`src/rtl/interrupt_controller_if.sv`:
```
// interrupt_controller_if: IRQ lines, control_unit handshake and d_bus signals of the interrupt controller.
interface interrupt_controller_if #(parameter int N_IRQ = 8);
  logic [N_IRQ-1:0] irq;
  logic             io_interrupt;
  logic             io_store_retaddr;
  logic             io_push_int_addr;
  logic             io_push_retaddr;
  logic             io_push_ints;
  logic             io_write;
  logic [3:0]       io_addr;
  logic [15:0]      d_in;
  logic [15:0]      d_out;
  logic             d_oe;
  logic [15:0]      vec_addr;
  modport master (
    output irq, io_store_retaddr, io_push_int_addr, io_push_retaddr, io_push_ints,
           io_write, io_addr, d_in,
    input  io_interrupt, d_out, d_oe, vec_addr
  );
  modport slave (
    input  irq, io_store_retaddr, io_push_int_addr, io_push_retaddr, io_push_ints,
           io_write, io_addr, d_in,
    output io_interrupt, d_out, d_oe, vec_addr
  );
endinterface

```
`src/rtl/interrupt_controller.sv`:
```
// interrupt_controller: edge-triggered IRQ collector with enable mask and interrupt-entry handshake.
// Define IRQ_SYNC_EN to pass irq through a 2-flop synchroniser for asynchronous sources.
module interrupt_controller #(
  parameter int          N_IRQ       = 8,
  parameter logic [15:0] VEC_BASE    = 16'h0010,
  parameter logic [3:0]  INT_IO_ADDR = 4'hF
) (
  input logic clk,
  input logic rst,
  interrupt_controller_if.slave bus
);
  typedef enum logic {IDLE, SERVICE} state_t;
  state_t           state, state_d;
  logic [N_IRQ-1:0] pending, enable, irq_s, irq_q, act, clr, rise;
  logic [15:0]      retaddr;
  logic [3:0]       idx, low;
  logic             take;
`ifdef IRQ_SYNC_EN
  logic [N_IRQ-1:0] sync1, sync2;
  always_ff @(posedge clk or posedge rst)
    if (rst) begin
      sync1 <= '0;
      sync2 <= '0;
    end else begin
      sync1 <= bus.irq;
      sync2 <= sync1;
    end
  assign irq_s = sync2;
`else
  assign irq_s = bus.irq;
`endif
  always_comb begin
    act = pending & enable;
    low = '0;
    for (int i = N_IRQ - 1; i >= 0; i--) if (act[i]) low = 4'(i);
    rise = irq_s & ~irq_q;
    take = state == IDLE && bus.io_store_retaddr;
    clr = take ? act & (N_IRQ'(1) << low) : '0;
    state_d = take ? SERVICE : (state == SERVICE && bus.io_push_retaddr) ? IDLE : state;
    bus.io_interrupt = state == IDLE && |act;
    bus.d_oe = bus.io_push_retaddr | bus.io_push_ints;
    bus.d_out = bus.io_push_retaddr ? retaddr : bus.io_push_ints ? 16'(pending) : '0;
    // In IDLE the address looks ahead to the line about to be taken.
    bus.vec_addr = VEC_BASE + {12'b0, (state == IDLE && (bus.io_store_retaddr || bus.io_push_int_addr)) ? low : idx};
  end
  always_ff @(posedge clk or posedge rst)
    if (rst) begin
      state   <= IDLE;
      pending <= '0;
      enable  <= '1;
      retaddr <= '0;
      idx     <= '0;
      irq_q   <= '0;
    end else begin
      state   <= state_d;
      irq_q   <= irq_s;
      pending <= (pending & ~clr) | rise;
      if (take) begin
        retaddr <= bus.d_in;
        idx     <= low;
      end
      if (bus.io_write && bus.io_addr == INT_IO_ADDR) enable <= bus.d_in[N_IRQ-1:0];
    end
endmodule
```
`src/flat_wrapper.sv`:
```
// flat-port wrapper written by rule: the top's interface ports become plain ports
module interrupt_controller_flat 
#(
  parameter int          N_IRQ       = 8,
  parameter logic [15:0] VEC_BASE    = 16'h0010,
  parameter logic [3:0]  INT_IO_ADDR = 4'hF
)
  (clk, rst, bus_irq, bus_io_store_retaddr, bus_io_push_int_addr, bus_io_push_retaddr, bus_io_push_ints, bus_io_write, bus_io_addr, bus_d_in, bus_io_interrupt, bus_d_out, bus_d_oe, bus_vec_addr);
  interrupt_controller_if #(.N_IRQ(N_IRQ)) bus_i ();
  input logic clk;
  input logic rst;
  input wire logic [$bits(bus_i.irq)-1:0] bus_irq;
  input wire logic [$bits(bus_i.io_store_retaddr)-1:0] bus_io_store_retaddr;
  input wire logic [$bits(bus_i.io_push_int_addr)-1:0] bus_io_push_int_addr;
  input wire logic [$bits(bus_i.io_push_retaddr)-1:0] bus_io_push_retaddr;
  input wire logic [$bits(bus_i.io_push_ints)-1:0] bus_io_push_ints;
  input wire logic [$bits(bus_i.io_write)-1:0] bus_io_write;
  input wire logic [$bits(bus_i.io_addr)-1:0] bus_io_addr;
  input wire logic [$bits(bus_i.d_in)-1:0] bus_d_in;
  output wire logic [$bits(bus_i.io_interrupt)-1:0] bus_io_interrupt;
  output wire logic [$bits(bus_i.d_out)-1:0] bus_d_out;
  output wire logic [$bits(bus_i.d_oe)-1:0] bus_d_oe;
  output wire logic [$bits(bus_i.vec_addr)-1:0] bus_vec_addr;
  assign bus_i.irq = bus_irq;
  assign bus_i.io_store_retaddr = bus_io_store_retaddr;
  assign bus_i.io_push_int_addr = bus_io_push_int_addr;
  assign bus_i.io_push_retaddr = bus_io_push_retaddr;
  assign bus_i.io_push_ints = bus_io_push_ints;
  assign bus_i.io_write = bus_io_write;
  assign bus_i.io_addr = bus_io_addr;
  assign bus_i.d_in = bus_d_in;
  assign bus_io_interrupt = bus_i.io_interrupt;
  assign bus_d_out = bus_i.d_out;
  assign bus_d_oe = bus_i.d_oe;
  assign bus_vec_addr = bus_i.vec_addr;
  interrupt_controller #(.N_IRQ(N_IRQ), .VEC_BASE(VEC_BASE), .INT_IO_ADDR(INT_IO_ADDR)) u_core (.clk(clk), .rst(rst), .bus(bus_i));
endmodule
```
`config.mk`:
```
export PLATFORM = sky130hd
export DESIGN_NAME = interrupt_controller_flat
export DESIGN_NICKNAME = d
export VERILOG_FILES = /design/src/rtl/interrupt_controller_if.sv /design/src/rtl/interrupt_controller.sv /design/src/flat_wrapper.sv
export SDC_FILE = /design/constraint.sdc
export NUM_CORES = 1
export LEC_CHECK = 0
export CAP_MARGIN = 30
export CORE_UTILIZATION = 46
export DETAILED_ROUTE_END_ITERATION = 8
export PLACE_DENSITY = 0.8
export SYNTH_ARGS = -nofsm -noshare
export SYNTH_HDL_FRONTEND = slang
export SYNTH_SLANG_ARGS = --single-unit
export TNS_END_PERCENT = 1
```
`constraint.sdc`:
```
create_clock -name clk -period 4.9 [get_ports clk]
set_clock_uncertainty 0.2 [all_clocks]
set_input_delay 1.47 -clock clk [delete_from_list [all_inputs] [get_ports clk]]
set_output_delay 1.47 -clock clk [all_outputs]
set_load 0.05 [all_outputs]
```
Yosys cells after proc, flatten, opt, wreduce, memory -nomap -nowiden
Cells that the tools add are included.
- register bits after elaboration: 45
- output and inout bits: 34
- word-level logic and storage cells: 40
- bits of input ports: 35
- reductions and logical operators: 8
- mux-type cells: 14
- bitwise logic cells: 9
- equality and inequality tests: 1
- add/subtract/negate cells: 1
- shift operators: 1
- operator list (cell ; number):
    $and A8 B8 Y8 ; 4
    $mux W4 ; 8
    $mux W16 ; 1
    $mux W8 ; 2
    $not A8 Y8 ; 2
    $or A8 B8 Y8 ; 1
    $reduce_or A8 Y1 ; 1
    $shl A1 B4 Y8 const A ; 1
    $add A5 B4 Y6 const A ; 1
    $logic_and A1 B1 Y1 ; 5
    $eq A4 B4 Y1 const B ; 1
    $mux W3 ; 1
    $mux W1 ; 2
    $reduce_bool A2 Y1 ; 1
    $logic_or A1 B1 Y1 ; 1
    $not A1 Y1 ; 1
    $or A1 B1 Y1 ; 1

Logic depth before layout (Yosys ltp)
- depth after elaboration: 15
- gate-level depth with buffers: 5

Least setup slack after synthesis
No wires, ideal clock.
- path type: input to output
- from: input port bus_io_store_retaddr
- to: output port bus_vec_addr[0]
- buffers on the path: 0
- stages: 2
- data arrival time: 2767 ps
- setup slack: 463 ps
- cells stage by stage: o21ai_0 o21ai_0
- cells in the longest elaborated chain, start to end: 4
- ends and longest elaborated chain (what ; RTL line ; source):
    start, declared ; flat_wrapper.sv:13 ; input wire logic [$bits(bus_i.io_store_retaddr)-1:0] bus_io_store_retaddr;
    $logic_or A1 B1 Y1 ; interrupt_controller.sv:44 ; bus.vec_addr = VEC_BASE + {12'b0, (state == IDLE && (bus.io_store_retaddr || bus.io_push_int_addr)) ? low : id ...
    $logic_and A1 B1 Y1 ; interrupt_controller.sv:44 ;
    $mux W4 ; interrupt_controller.sv:44 ;
    $add A5 B4 Y6 ; interrupt_controller.sv:44 ;
    end, declared ; flat_wrapper.sv:23 ; output wire logic [$bits(bus_i.vec_addr)-1:0] bus_vec_addr;
Every way passes these cells.

Worst setup path after layout
Ends and elaborated chain as after synthesis.

==> results.yml <==
floorplanning:
  design.die.area_um2: 4780
  die_w_um: 69.1
  num_rows: 24
  core_area_um2: 4350
  die_h_um: 69.1
  io_pins: 69
  start_util_pct: 47.6
clocking:
  cts_buffer_depth: 2
  htreeDepth: 2
  cts.sinks: 44
  ctsResizeCount: 0
  cts_tree: "done"
  hold_buffers: 0
  cts-buffers-inserted: 5
  clk_pin_slew_ns: 0.07
  post-cts-setup-buffers: 0
  worst_skew_pair.late_latency_ns: 0.30
  cts-root-buf: "clkbuf_8"
routing:
  drc: 0
  dr.pass1.iters: 4
  viasPerCell: 5.04
  wl_per_cell_um: 13.4
  vias: 1669
  initialDrtViolationCount: 99
  wl_mm: 4.45
  antenna_left: 0
timing:
  fin_tns_setup_ns: 0
  drv_slew: 0
  fmax_mhz: 221
  hold_viol_final: 0
  setup_violations: 0
  fin_crit_ns: 4.53
  worst_pin_slew_ns: 0.689
  timing.final.crit_share_pct: 92.4
  rsz0062_at_grt: "no"
  fin_ws_ns: 0.373
  relSlewSlack_pct: 54.0
placement:
  pre_cts_slack_ns: 0.327
  gp_routability_congestion: 0.798
  io_buffers: 55
  dp_cells: 323
  dp_hpwl_mm: 3.23
worst_setup_path:
  reg2reg_from: "u_core.enable[3]$_DFFE_PP1P_"
  crit_start: "bus_io_store_retaddr"
  path_buf_inv: 2
  cp-end-kind: "output port"
  rr_endpoint: "u_core.pending[1]$_DFF_PP0_"
  r2r_setup_slack_ns: 3.03
  cp_slowest_stage_delay_ns: 0.49
  cp_cell_sequence: "clkdlybuf4s50_1 > o21ai_0 > o21ai_0 > buf_12"
  required_ns: 3.23
  crit_path_top_delay_cell: "o21ai_0"
  start_kind: "input port"
  critPathMaxFanout: 6
  critPathKind: "in -> out"
  ff2ff_path_depth: 4
  crit_path_frequent_cell: "o21ai_0"
  crit_family: "compound AO/OA/AOI/OAI gates"
  arrival_ns: 2.86
grt:
  grt_overflow: 0
  antenna_found_initial: 0
  grt_pass1_wl_mm: 7.62
  grt_max_degree: 45
  grt_pass1_vias: 1670
  grt_usage_pct: 20.3
synth:
  netlist_area_um2: 2070
  synth_cell_types: 30
  ys_ff_latch: 44
  syn_inst: 221
  yosysWarnings: 0
  ys_seq_area_share_pct: 53.6
  avgSynthCellArea_um2: 9.38
layout:
  synthToLayoutAreaGrowth_pct: 41.1
  fill_cells: 332
  nets: 313
  layout.cells.non_filler: 331
  seq_area_um2: 1110
  layout-drive-gt1-share_pct: 18.6
  multi_input_area_um2: 852
  antennaDiodeCount: 0
run:
  maxCapViolations: 0
pwr:
  ir_drop_uv: 202
  p_per_area_nw_per_um2: 417
  p_leak_nw: 1.35
outcome:
  status: "complete, no violations"
worst_hold_path:
  worstHoldPathCells: 1
  min_from: "u_core.irq_q[0]$_DFF_PP0_"
  holdCritPathClass: "reg -> reg"
  hold_end: "u_core.pending[0]$_DFF_PP0_"
[state kept, by name, indices dropped and copies added (netlist names)]
| register | flops |
|---|---|
| u_core.enable | 8 |
| u_core.idx | 3 |
| u_core.irq_q | 8 |
| u_core.pending | 8 |
| u_core.retaddr | 16 |
| u_core.state | 1 |
[cell type report]
type / instances / area share (%)
well taps: 52 / 2.23
repair buffers: 59 / 26.3
flip-flops and latches: 44 / 38.0
clock buffers: 8 / 3.42
inverters: 7 / 0.899
multi-input cells: 161 / 29.2
[where the power goes]
group | switching [mW] | internal [mW] | leakage [nW]
clock network | 0.118 | 0.129 | 0.0515
registers | 0.0499 | 0.440 | 0.498
logic | 0.267 | 0.215 | 0.802
[worst max-delay path by stage]
stage                            endpoint  slack, ns  cells after the start
after global placement    bus_vec_addr[1]       0.39                      4
final                     bus_vec_addr[0]       0.37                      4
after detailed placement  bus_vec_addr[0]       0.33                      4
after floorplan           bus_vec_addr[0]       0.46                      2
after global routing      bus_vec_addr[0]       0.18                      5
after CTS                 bus_vec_addr[0]       0.31                      4
[worst register-to-register path, cell delays in order, from the launching register on]
cell	delay (ns)
dfstp_2	0.59
nand2_1	0.06
a221o_1	0.34
o22a_2	0.27
a221o_1	0.30
[metrics by stage]
step	area [um^2]	power (mW)	hold WS, ns	util [%]
2_1_floorplan	2110	0.775	0.200	-
6_report	2920	1.22	0.239	67.1
3_5_place_dp	2820	0.980	0.225	64.8
5_1_grt	2920	1.28	0.274	67.1
3_3_place_gp	2820	0.967	0.204	64.8
4_1_cts	2920	1.22	0.249	67.1
[per-layer routing]
| metal | share of wire (%) | up-vias | global-route usage [%] |
|---|---|---|---|
| met5 | 0 | - | 0 |
| met4 | 1.5 | 0 | 9.98 |
| met1 | 44 | 781 | 26.9 |
| li1 | - | 818 | - |
| met3 | 5.1 | 7 | 4.24 |
| met2 | 49 | 63 | 31.6 |
[cells in the final DEF (no fill, tap or decap), drive strengths merged]
| cell type | instances |
|---|---|
| a22o | 6 |
| a41oi | 3 |
| inv | 6 |
| nor2b | 5 |
| or2 | 1 |
| nand3 | 1 |
| nand2b | 6 |
| nand2 | 74 |
| mux2 | 8 |
| and2 | 10 |
| dfstp | 8 |
| clkbuf | 8 |
| nand4 | 2 |
| and3 | 1 |
| a21boi | 1 |
| buf | 24 |
| and2b | 1 |
| clkdlybuf4s50 | 35 |
| o21bai | 1 |
| o22ai | 1 |
| o21ai | 15 |
| clkinv | 1 |
| nor2 | 2 |
| nor3 | 1 |
| a221o | 2 |
| a2bb2oi | 2 |
| a22oi | 2 |
| dfrtp | 36 |
| a31oi | 2 |
| conb | 13 |
| o22a | 1 |
[cells in the mapped netlist]
| cell | number | area, um^2 |
|---|---|---|
| a2bb2oi_1 | 2 | 17.5 |
| buf_4 | 13 | 97.6 |
| nand2b_1 | 6 | 37.5 |
| o22ai_1 | 1 | 6.26 |
| and3_1 | 1 | 6.26 |
| a41oi_1 | 3 | 26.3 |
| o22a_2 | 1 | 10.0 |
| or2_2 | 1 | 6.26 |
| a21boi_0 | 1 | 7.51 |
| conb_1 | 2 | 7.51 |
| and2_1 | 10 | 62.6 |
| nand3_1 | 1 | 5.00 |
| nor2_1 | 2 | 7.51 |
| nand2_1 | 74 | 278 |
| a22o_2 | 2 | 20.0 |
| o21ai_0 | 15 | 75.1 |
| a31oi_1 | 2 | 12.5 |
| a22o_1 | 4 | 35.0 |
| inv_1 | 7 | 26.3 |
| o21bai_1 | 1 | 7.51 |
| and2b_2 | 1 | 8.76 |
| clkbuf_1 | 7 | 26.3 |
| mux2_2 | 8 | 90.1 |
| nor3_1 | 1 | 5.00 |
| dfstp_2 | 8 | 210 |
| dfrtp_1 | 36 | 901 |
| nor2b_1 | 5 | 31.3 |
| a221o_1 | 2 | 20.0 |
| nand4_1 | 2 | 12.5 |
| a22oi_1 | 2 | 15.0 |
[cells by family (layout without fill, tap and decap cells)]
family / Yosys count / after routing / share of synthesized area (%)
AO/OA/AOI/OAI: 36 / 36 / 12.2
flip-flops: 44 / 44 / 53.6
multiplexers: 8 / 8 / 4.35
other: 2 / 13 / 0.362
buffers and inverters: 27 / 74 / 7.25
AND/OR/NAND/NOR: 104 / 104 / 22.2
No activity file was read; power rests on OpenSTA's default activity.
